==> config.mk <==
export PLATFORM = sky130hd
export DESIGN_NAME = query_batch_scheduler
export DESIGN_NICKNAME = d
export VERILOG_FILES = /design/src/rtl/query_batch_scheduler.sv
export SDC_FILE = /design/constraint.sdc
export NUM_CORES = 2
export LEC_CHECK = 0
export CAP_MARGIN = 20
export CORE_MARGIN = 1
export CORE_UTILIZATION = 40
export DETAILED_ROUTE_END_ITERATION = 8
export GPL_TIMING_DRIVEN = 0
export SETUP_SLACK_MARGIN = 0.2
export SYNTH_ARGS = -nofsm -noshare
export SYNTH_HDL_FRONTEND = slang
export SYNTH_SLANG_ARGS = --single-unit
==> constraint.sdc <==
create_clock -name data_clk -period 18.2 [get_ports data_clk]
set_input_delay 4.55 -clock data_clk [delete_from_list [all_inputs] [get_ports data_clk]]
set_output_delay 4.55 -clock data_clk [all_outputs]
set_load 0.005 [all_outputs]
==> src/rtl/query_batch_scheduler.sv <==
// ---------------------------------------------------------------------------
// query_batch_scheduler
//
// Purpose: queues NFA query jobs and issues them one at a time to a single
// processing channel. For each job at the head of the queue the scheduler:
//   - decides whether the channel must reload its NFA (hash differs from the
//     last launched one, or nothing has been launched yet);
//   - rejects jobs whose query length (or, when reloading, NFA length) is
//     zero or not a multiple of 64 bytes;
//   - launches accepted jobs with a one-cycle ch_start pulse;
//   - waits for ch_done;
//   - reports every job, rejected or not, on the completion handshake.
//
// Optional feature: define ERBIUM_SCHED_PERF_EN to add the cmpl_cycles
// output. It holds the LAUNCH-to-ch_done cycle count, inclusive of both
// cycles and saturating at 32 bits. It is zero for rejected jobs.
//
// Ports
//   data_clk, areset            clock, asynchronous active-high reset
//   job_valid/job_ready         job submit handshake
//   job_id, job_nfa_hash        job tag and NFA hash
//   job_nfa_ptr/_bytes          NFA base address / length in bytes
//   job_query_ptr/_bytes        query base address / length in bytes
//   ch_start, ch_done           channel start pulse out, completion pulse in
//   ch_*                        head-of-queue descriptor presented to channel
//   cmpl_valid/cmpl_ready       completion handshake
//   cmpl_id, cmpl_err           tag of completing job, rejected flag
//   busy                        FSM not in IDLE
//   q_level                     queue occupancy
//   jobs_done                   completion counter (wraps)
//   cmpl_cycles                 (ERBIUM_SCHED_PERF_EN only) launch latency
// ---------------------------------------------------------------------------
module query_batch_scheduler #(
  parameter int ADDR_W  = 64,
  parameter int XFER_W  = 64,
  parameter int Q_DEPTH = 4
) (
  input  logic                         data_clk,
  input  logic                         areset,
  input  logic                         job_valid,
  output logic                         job_ready,
  input  logic [7:0]                   job_id,
  input  logic [63:0]                  job_nfa_hash,
  input  logic [ADDR_W-1:0]            job_nfa_ptr,
  input  logic [XFER_W-1:0]            job_nfa_bytes,
  input  logic [ADDR_W-1:0]            job_query_ptr,
  input  logic [XFER_W-1:0]            job_query_bytes,
  output logic                         ch_start,
  input  logic                         ch_done,
  output logic [63:0]                  ch_nfa_hash,
  output logic [ADDR_W-1:0]            ch_nfadata_ptr,
  output logic [XFER_W-1:0]            ch_nfa_xfer_size_in_bytes,
  output logic [ADDR_W-1:0]            ch_queries_ptr,
  output logic [XFER_W-1:0]            ch_query_xfer_size_in_bytes,
  output logic                         cmpl_valid,
  input  logic                         cmpl_ready,
  output logic [7:0]                   cmpl_id,
  output logic                         cmpl_err,
  output logic                         busy,
  output logic [$clog2(Q_DEPTH):0]     q_level,
`ifdef ERBIUM_SCHED_PERF_EN
  output logic [31:0]                  cmpl_cycles,
`endif
  output logic [31:0]                  jobs_done
);

  localparam int PTR_W = $clog2(Q_DEPTH);
  localparam int LVL_W = PTR_W + 1;

  typedef struct packed {
    logic [7:0]        id;
    logic [63:0]       hash;
    logic [ADDR_W-1:0] nfa_ptr;
    logic [XFER_W-1:0] nfa_bytes;
    logic [ADDR_W-1:0] qry_ptr;
    logic [XFER_W-1:0] qry_bytes;
  } job_t;

  typedef enum logic [2:0] {
    IDLE   = 3'd0,
    CHECK  = 3'd1,
    LAUNCH = 3'd2,
    RUN    = 3'd3,
    REPORT = 3'd4
  } state_t;

  // Job storage: plain array, no reset, written only on accepted pushes.
  job_t             mem_q [Q_DEPTH];
  logic [PTR_W-1:0] wr_ptr_q, rd_ptr_q;
  logic [LVL_W-1:0] level_q;
  logic             rdy_en_q;   // holds job_ready low until the first edge after reset

  state_t           state_q;
  job_t             head_q;     // registered copy of the queue head, drives ch_*
  logic             hash_valid_q;
  logic [63:0]      last_hash_q;
  logic             ch_start_q;
  logic             cmpl_valid_q;
  logic             cmpl_err_q;
  logic [7:0]       cmpl_id_q;
  logic [31:0]      jobs_done_q;
`ifdef ERBIUM_SCHED_PERF_EN
  logic [31:0]      cyc_q;
  logic [31:0]      cmpl_cycles_q;
  logic [31:0]      cyc_d;
`endif

  job_t job_in_d;
  logic push_d, pop_d, reload_d, err_d;

  always_comb begin
    job_in_d.id        = job_id;
    job_in_d.hash      = job_nfa_hash;
    job_in_d.nfa_ptr   = job_nfa_ptr;
    job_in_d.nfa_bytes = job_nfa_bytes;
    job_in_d.qry_ptr   = job_query_ptr;
    job_in_d.qry_bytes = job_query_bytes;
  end

  assign job_ready = rdy_en_q && (level_q < LVL_W'(Q_DEPTH));
  assign push_d    = job_valid && job_ready;
  // cmpl_valid is always high in REPORT, so the handshake reduces to this.
  assign pop_d     = (state_q == REPORT) && cmpl_ready;

  // Validity only depends on the NFA length when the channel must reload it.
  assign reload_d = !hash_valid_q || (head_q.hash != last_hash_q);
  assign err_d    = (head_q.qry_bytes == '0) || (head_q.qry_bytes[5:0] != 6'd0) ||
                    (reload_d && ((head_q.nfa_bytes == '0) ||
                                  (head_q.nfa_bytes[5:0] != 6'd0)));

`ifdef ERBIUM_SCHED_PERF_EN
  assign cyc_d = (cyc_q == 32'hFFFF_FFFF) ? cyc_q : cyc_q + 32'd1;
`endif

  always_ff @(posedge data_clk) begin
    if (push_d) begin
      mem_q[wr_ptr_q] <= job_in_d;
    end
  end

  always_ff @(posedge data_clk or posedge areset) begin
    if (areset) begin
      wr_ptr_q      <= '0;
      rd_ptr_q      <= '0;
      level_q       <= '0;
      rdy_en_q      <= 1'b0;
      state_q       <= IDLE;
      head_q        <= '0;
      hash_valid_q  <= 1'b0;
      last_hash_q   <= '0;
      ch_start_q    <= 1'b0;
      cmpl_valid_q  <= 1'b0;
      cmpl_err_q    <= 1'b0;
      cmpl_id_q     <= '0;
      jobs_done_q   <= '0;
`ifdef ERBIUM_SCHED_PERF_EN
      cyc_q         <= '0;
      cmpl_cycles_q <= '0;
`endif
    end else begin
      rdy_en_q   <= 1'b1;
      ch_start_q <= 1'b0;

      if (push_d) wr_ptr_q <= wr_ptr_q + PTR_W'(1);
      if (pop_d)  rd_ptr_q <= rd_ptr_q + PTR_W'(1);
      // Simultaneous push and pop leave the level unchanged.
      case ({push_d, pop_d})
        2'b10:   level_q <= level_q + LVL_W'(1);
        2'b01:   level_q <= level_q - LVL_W'(1);
        default: level_q <= level_q;
      endcase

      unique case (state_q)
        IDLE: begin
          if (level_q != '0) begin
            head_q  <= mem_q[rd_ptr_q];
            state_q <= CHECK;
          end
        end
        CHECK: begin
          if (err_d) begin
            cmpl_valid_q  <= 1'b1;
            cmpl_err_q    <= 1'b1;
            cmpl_id_q     <= head_q.id;
`ifdef ERBIUM_SCHED_PERF_EN
            cmpl_cycles_q <= '0;
`endif
            state_q       <= REPORT;
          end else begin
            ch_start_q <= 1'b1;
            state_q    <= LAUNCH;
          end
        end
        LAUNCH: begin
          // ch_done is deliberately not sampled here.
          last_hash_q  <= head_q.hash;
          hash_valid_q <= 1'b1;
`ifdef ERBIUM_SCHED_PERF_EN
          cyc_q        <= 32'd1;
`endif
          state_q      <= RUN;
        end
        RUN: begin
          if (ch_done) begin
            cmpl_valid_q  <= 1'b1;
            cmpl_err_q    <= 1'b0;
            cmpl_id_q     <= head_q.id;
`ifdef ERBIUM_SCHED_PERF_EN
            cmpl_cycles_q <= cyc_d;
`endif
            state_q       <= REPORT;
          end else begin
`ifdef ERBIUM_SCHED_PERF_EN
            cyc_q <= cyc_d;
`endif
          end
        end
        REPORT: begin
          if (cmpl_ready) begin
            cmpl_valid_q <= 1'b0;
            cmpl_err_q   <= 1'b0;
            jobs_done_q  <= jobs_done_q + 32'd1;
            state_q      <= IDLE;
          end
        end
        default: state_q <= IDLE;
      endcase
    end
  end

  assign ch_start                    = ch_start_q;
  assign ch_nfa_hash                 = head_q.hash;
  assign ch_nfadata_ptr              = head_q.nfa_ptr;
  assign ch_nfa_xfer_size_in_bytes   = head_q.nfa_bytes;
  assign ch_queries_ptr              = head_q.qry_ptr;
  assign ch_query_xfer_size_in_bytes = head_q.qry_bytes;
  assign cmpl_valid                  = cmpl_valid_q;
  assign cmpl_id                     = cmpl_id_q;
  assign cmpl_err                    = cmpl_err_q;
  assign busy                        = (state_q != IDLE);
  assign q_level                     = level_q;
  assign jobs_done                   = jobs_done_q;
`ifdef ERBIUM_SCHED_PERF_EN
  assign cmpl_cycles                 = cmpl_cycles_q;
`endif

endmodule
=== Yosys cells after proc, flatten, opt, wreduce, memory -nomap -nowiden ===
Memories as Yosys holds them, arrays and structs flattened. A register that Yosys moved wholly into a read port is not among the register bits.
Cells that the tools add are included.

* Output and inout port bits: 368
* Register bits after elaboration: 119
* Input bits: 333
* Memories: 1
* Bits in writable memories: 1,312
* Logic and storage cells: 73

* Muxes and demuxes: 19
* $lt $le $gt $ge: 1
* Equality and inequality tests: 11
* Reduce and logical (&&, ||, !) cells: 24
* Add/subtract/negate cells: 5

{| class="wikitable"
|+ Memory list
! name !! words !! width !! rd ports !! clocked after memory_dff !! write ports !! RTL line !! text
|-
| mem_q || 4 || 328 || 1 || 1 || 1 || 88 || <nowiki>job_t mem_q [Q_DEPTH];</nowiki>
|}

{| class="wikitable"
|+ Operators with widths
! cell !! count
|-
| $logic_not A64 Y1 || 2
|-
| $ne A64 B64 Y1 || 1
|-
| $add A32 B1 Y32 const B || 1
|-
| $mux W8 || 2
|-
| $pmux W8 S2 || 1
|-
| $pmux W3 S5 || 1
|-
| $mux W3 || 4
|-
| $reduce_bool A6 Y1 || 2
|-
| $reduce_bool A3 Y1 || 3
|-
| $mux W1 || 8
|-
| $ne A2 B2 Y1 const B || 4
|-
| $eq A3 B2 Y1 const B || 2
|-
| $pmux W1 S3 || 2
|-
| $pmux W3 S2 || 1
|-
| $reduce_and A3 Y1 || 2
|-
| $add A2 B1 Y2 const B || 2
|-
| $logic_and A1 B1 Y1 || 4
|-
| $logic_or A1 B1 Y1 || 4
|-
| $reduce_and A2 Y1 || 2
|-
| $reduce_and A4 Y1 || 1
|-
| $reduce_bool A2 Y1 || 2
|-
| $add A3 B1 Y3 const B || 1
|-
| $eq A3 B1 Y1 const B || 1
|-
| $eq A3 B3 Y1 const B || 1
|-
| 6 further kinds || 6
|}

=== Longest topological paths before layout ===
* Depth after elaboration: 6
* Depth in mapped cells: 9
* Depth with buffers taken out: 9

=== Worst setup path after synthesis ===
OpenSTA, ideal clock, no wires.

* Path type: input to register
* Start: input job_valid
* End: memory mem_q[0][0] (netlist name), enable pin
* Required time: 17.465 ns
* Buffers on the path: 0
* Stages: 1
* Slack: 5.444 ns
* Data arrival time: 12.021 ns
* Library setup time: 0.735 ns
* Path through: and3_1

* Cells in the longest elaborated chain, start to end: 3

{| class="wikitable"
|+ RTL lines
! what !! RTL line !! text
|-
| start: declaration || 40 || <nowiki>input logic job_valid,</nowiki>
|-
| $logic_and A1 B1 Y1 || 121 || <nowiki>assign push_d = job_valid && job_ready;</nowiki>
|-
| $mux W1 || 136 || <nowiki>if (push_d) begin</nowiki>
|-
| $mux W1 (implied by the code) || 137 || <nowiki>mem_q[wr_ptr_q] <= job_in_d;</nowiki>
|-
| end: declaration || 88 ||
|}

No other way between the ends.

=== Worst setup path after layout ===
* Start: input job_valid
* End: memory mem_q[0][132] (netlist name), enable pin

Same word-level chain as after synthesis.

==> flow_summary.yaml <==
run_status:
  status: "finished, final reports clean"
worst_hold_path:
  hold_path.class: "register to register"
  hp-start: "jobs_done[31]$_DFFE_PP0P_"
  whs_path_depth: 1
  min_to: "jobs_done[31]$_DFFE_PP0P_"
floorplanning:
  start_util_pct: 40.33
  die_height_um: 412.6
  pin_count: 701
  core-area_um2: 167200
  die_area_um2: 170300
  num_rows: 150
  die_w_um: 412.6
worst_setup_path:
  critPathLaunchType: "input port"
  r2r_end: "mem_q[0][132]$_DFFE_PP_"
  rrSetupSlack_ps: 14560
  crit_type: "input port to register"
  crit_path_start: "job_valid"
  r2r_start: "q_level[2]$_DFFE_PP0P_"
  reg2regPathDepth: 8
  worstPathMaxFanout: 40
  critical_path_arrival_ps: 7560
  crit_required_ps: 18670
  end_kind: "register"
yosys:
  syn-num-nets: 3574
  synthTopCellsByArea: "edfxtp_1 58%, dfrtp_1 17%, mux4_2 11%"
  syn_area_um2: 67440
  avgSynthCellArea_um2: 20.85
  synth-seq-area-share_pct: 75.00
  ys_async_sr_fraction_pct: 25.41
  synth_warnings: 0
  yosys.area.top_type: "edfxtp_1"
  ys_ff_latch: 1759
  synth_cells: 3234
  netlist.area_leader.share_pct: 58.41
  synth_edf_count: 1312
  synth_ff_type: "edfxtp_1"
  synth_cell_type_count: 50
place:
  gp_congestion: 0.7765
  hpwlAfterDp_mm: 109.4
  port_buffers: 700
  dp.cells: 6177
global_route:
  grt_pass1_vias: 34210
  grt_max_degree: 105
  grt_use_total_pct: 19.16
  grt_overflow: 0
  grt_pass1_wl_mm: 235.7
  antenna_found_initial: 41
final_layout:
  fillers: 13560
  final_nets: 4500
  fin_cells: 6538
  fin_util_pct: 50.48
  layout-drive-gt1-share_pct: 32.47
  area_delta_synth_final_pct: 25.16
sta:
  slew_headroom_pct: 31.13
  rsz0062_at_grt: "no"
  worst_pin_slew_ps: 1033
  finalHoldViolCount: 0
  fin_worst_skew_ps: 39.68
  fin_crit_sh_pct: 38.95
  setup_tns_ps: 0
  setup_viol: 0
  max_freq_mhz: 141.1
  slew_violations: 0
  fin_crit_ps: 7089
routing:
  drc: 0
  routed_wl_mm: 162.7
  via_count: 32890
  viasPerCell: 5.030
  dr.pass1.iters: 5
  ant_nets: 0
  drt_iter0_markers: 2141
  wl_per_cell_um: 24.88
clock_network:
  cts_hold_buf: 0
  cts-resized-gates: 0
  clock_sinks: 1759
  numCtsBuffers: 184
  clkLatencyLatePin_ps: 830
  clockBufferDepth: 3
  htreeDepth: 4
  post-cts-setup-buffer-count: 0
  cts_tree: "done"
  clkTransAtPathRegs_ps: 50
  root_buffer: "clkbuf_16"
power:
  power_density_nw_per_um2: 161.6
  peakVddDrop_mv: 0.1124
  p_leak_nw: 29.56
flow_run:
  cap_violations: 0
[sequential cells by signal (all words and copies together) (netlist names)]
signal / count
head_q: 8
jobs_done: 32
state_q: 3
rd_ptr_q: 2
ch_start: 1
wr_ptr_q: 2
q_level: 3
rdy_en_q: 1
ch_nfa_xfer_size_in_bytes: 64
hash_valid_q: 1
ch_query_xfer_size_in_bytes: 64
mem_q: 1312
ch_queries_ptr: 64
ch_nfadata_ptr: 64
ch_nfa_hash: 64
cmpl_id: 8
last_hash_q: 64
cmpl_err: 1
cmpl_valid: 1
[kinds of logic (layout without fill, tap and decap cells)]
group           Yosys count  in the layout  share of synthesized area, %
compound gates           27             27                        0.3005
xor+xnor                 84             84                         1.091
fa+ha+maj                 7              7                        0.1410
buf+inv                 456           1543                         4.378
flops                  1759           1759                         75.00
mux                     722            722                         17.57
other cells               1             14                      0.005560
simple gates            178            178                         1.510
[synth_stat cells, types with 2 or more instances]
library cell,instances
nand2b_1,18
o21ai_0,8
nor2b_1,11
nand2_1,32
and4_1,3
a2111o_1,3
edfxtp_1,1312
xnor2_1,73
mux2_2,385
a21o_1,2
o22ai_1,2
buf_1,33
buf_4,320
nand3_1,14
and2_1,3
nor3_1,3
xor2_1,11
mux4_2,328
and3_1,11
inv_1,17
nand4_1,24
clkbuf_1,59
nor4_1,34
mux2_4,8
buf_2,26
ha_1,6
o2111ai_1,5
or2_2,2
dfrtp_1,447
nor2_1,14
[metal layers]
| layer | vias up | global-route usage, % | part of all wire (%) |
|---|---|---|---|
| li1 | 14370 | - | - |
| met1 | 17420 | 24.74 | 41 |
| met2 | 771 | 31.59 | 50 |
| met3 | 278 | 5.252 | 6.3 |
| met4 | 48 | 5.607 | 2.3 |
| met5 | - | 0 | 0.20 |
[critical path, cell delays in order]
cell and delay [ps]:
clkdlybuf4s50_1 560, and3_4 660, buf_16 310, buf_16 280, buf_16 280, buf_12 250
buf_12 270, buf_16 260
[worst max path at each step]
stage	to	slack, ps	cells after the start
after global routing	mem_q[0][132]$_DFFE_PP_	10970	8
after floorplan	ch_nfa_hash[0]$_DFFE_PP0P_	1190	1
after detailed placement	mem_q[0][139]$_DFFE_PP_	10160	8
final	mem_q[0][132]$_DFFE_PP_	11110	8
after global placement	ch_nfa_hash[44]$_DFFE_PP0P_	-8110	2
after CTS	mem_q[0][132]$_DFFE_PP_	11050	8
[cell usage in the layout, fill, tap and decap left out, types with 12 or more instances in the layout]
master           instances
edfxtp_1              1312
clkdlybuf4s50_1        700
dfrtp_1                447
mux2_2                 385
mux4_2                 328
buf_4                  320
clkbuf_16              189
clkbuf_1               109
xnor2_1                 73
nor4_1                  34
clkinv_2                34
buf_1                   33
nand2_1                 32
buf_16                  31
clkbuf_8                29
buf_2                   27
nand4_1                 24
nand2b_1                18
inv_1                   16
clkinv_1                15
nand3_1                 14
diode_2                 13
nor2_1                  13
bufinv_16               12
[layout make-up]
cell class / instances / area (um2) / area share [%]
inverters: 17 / 71.32 / 0.08449
clock buffers: 269 / 5320 / 6.302
flip-flops and latches: 1759 / 50580 / 59.92
well taps: 2204 / 2758 / 3.267
plain buffers: 439 / 2890 / 3.424
multi-input cells: 1019 / 13930 / 16.50
clock inverters: 78 / 828.3 / 0.9812
diodes: 13 / 32.53 / 0.03854
repair buffers: 740 / 8000 / 9.477
[per-stage QoR]
step                power, mW  hold WS [ps]  instance area [um2]  setup WS (ps)
global placement        10.13         455.7                77210          -8111
detailed placement      10.05         462.3                78220          10160
global route            14.30         497.3                84400          10970
finish                  13.65         469.1                84410          11110
floorplan               8.146         439.8                67440           1193
CTS                     13.87         475.7                84370          11050
[where the power goes]
group / leakage [nW] / switching [mW] / internal, mW
logic: 9.25 / 1.81 / 2.62
registers: 17.3 / 0.441 / 5.00
clock network: 3.02 / 1.56 / 2.21
total: 29.6 / 3.81 / 9.83
No activity file was read; power rests on OpenSTA's default activity.
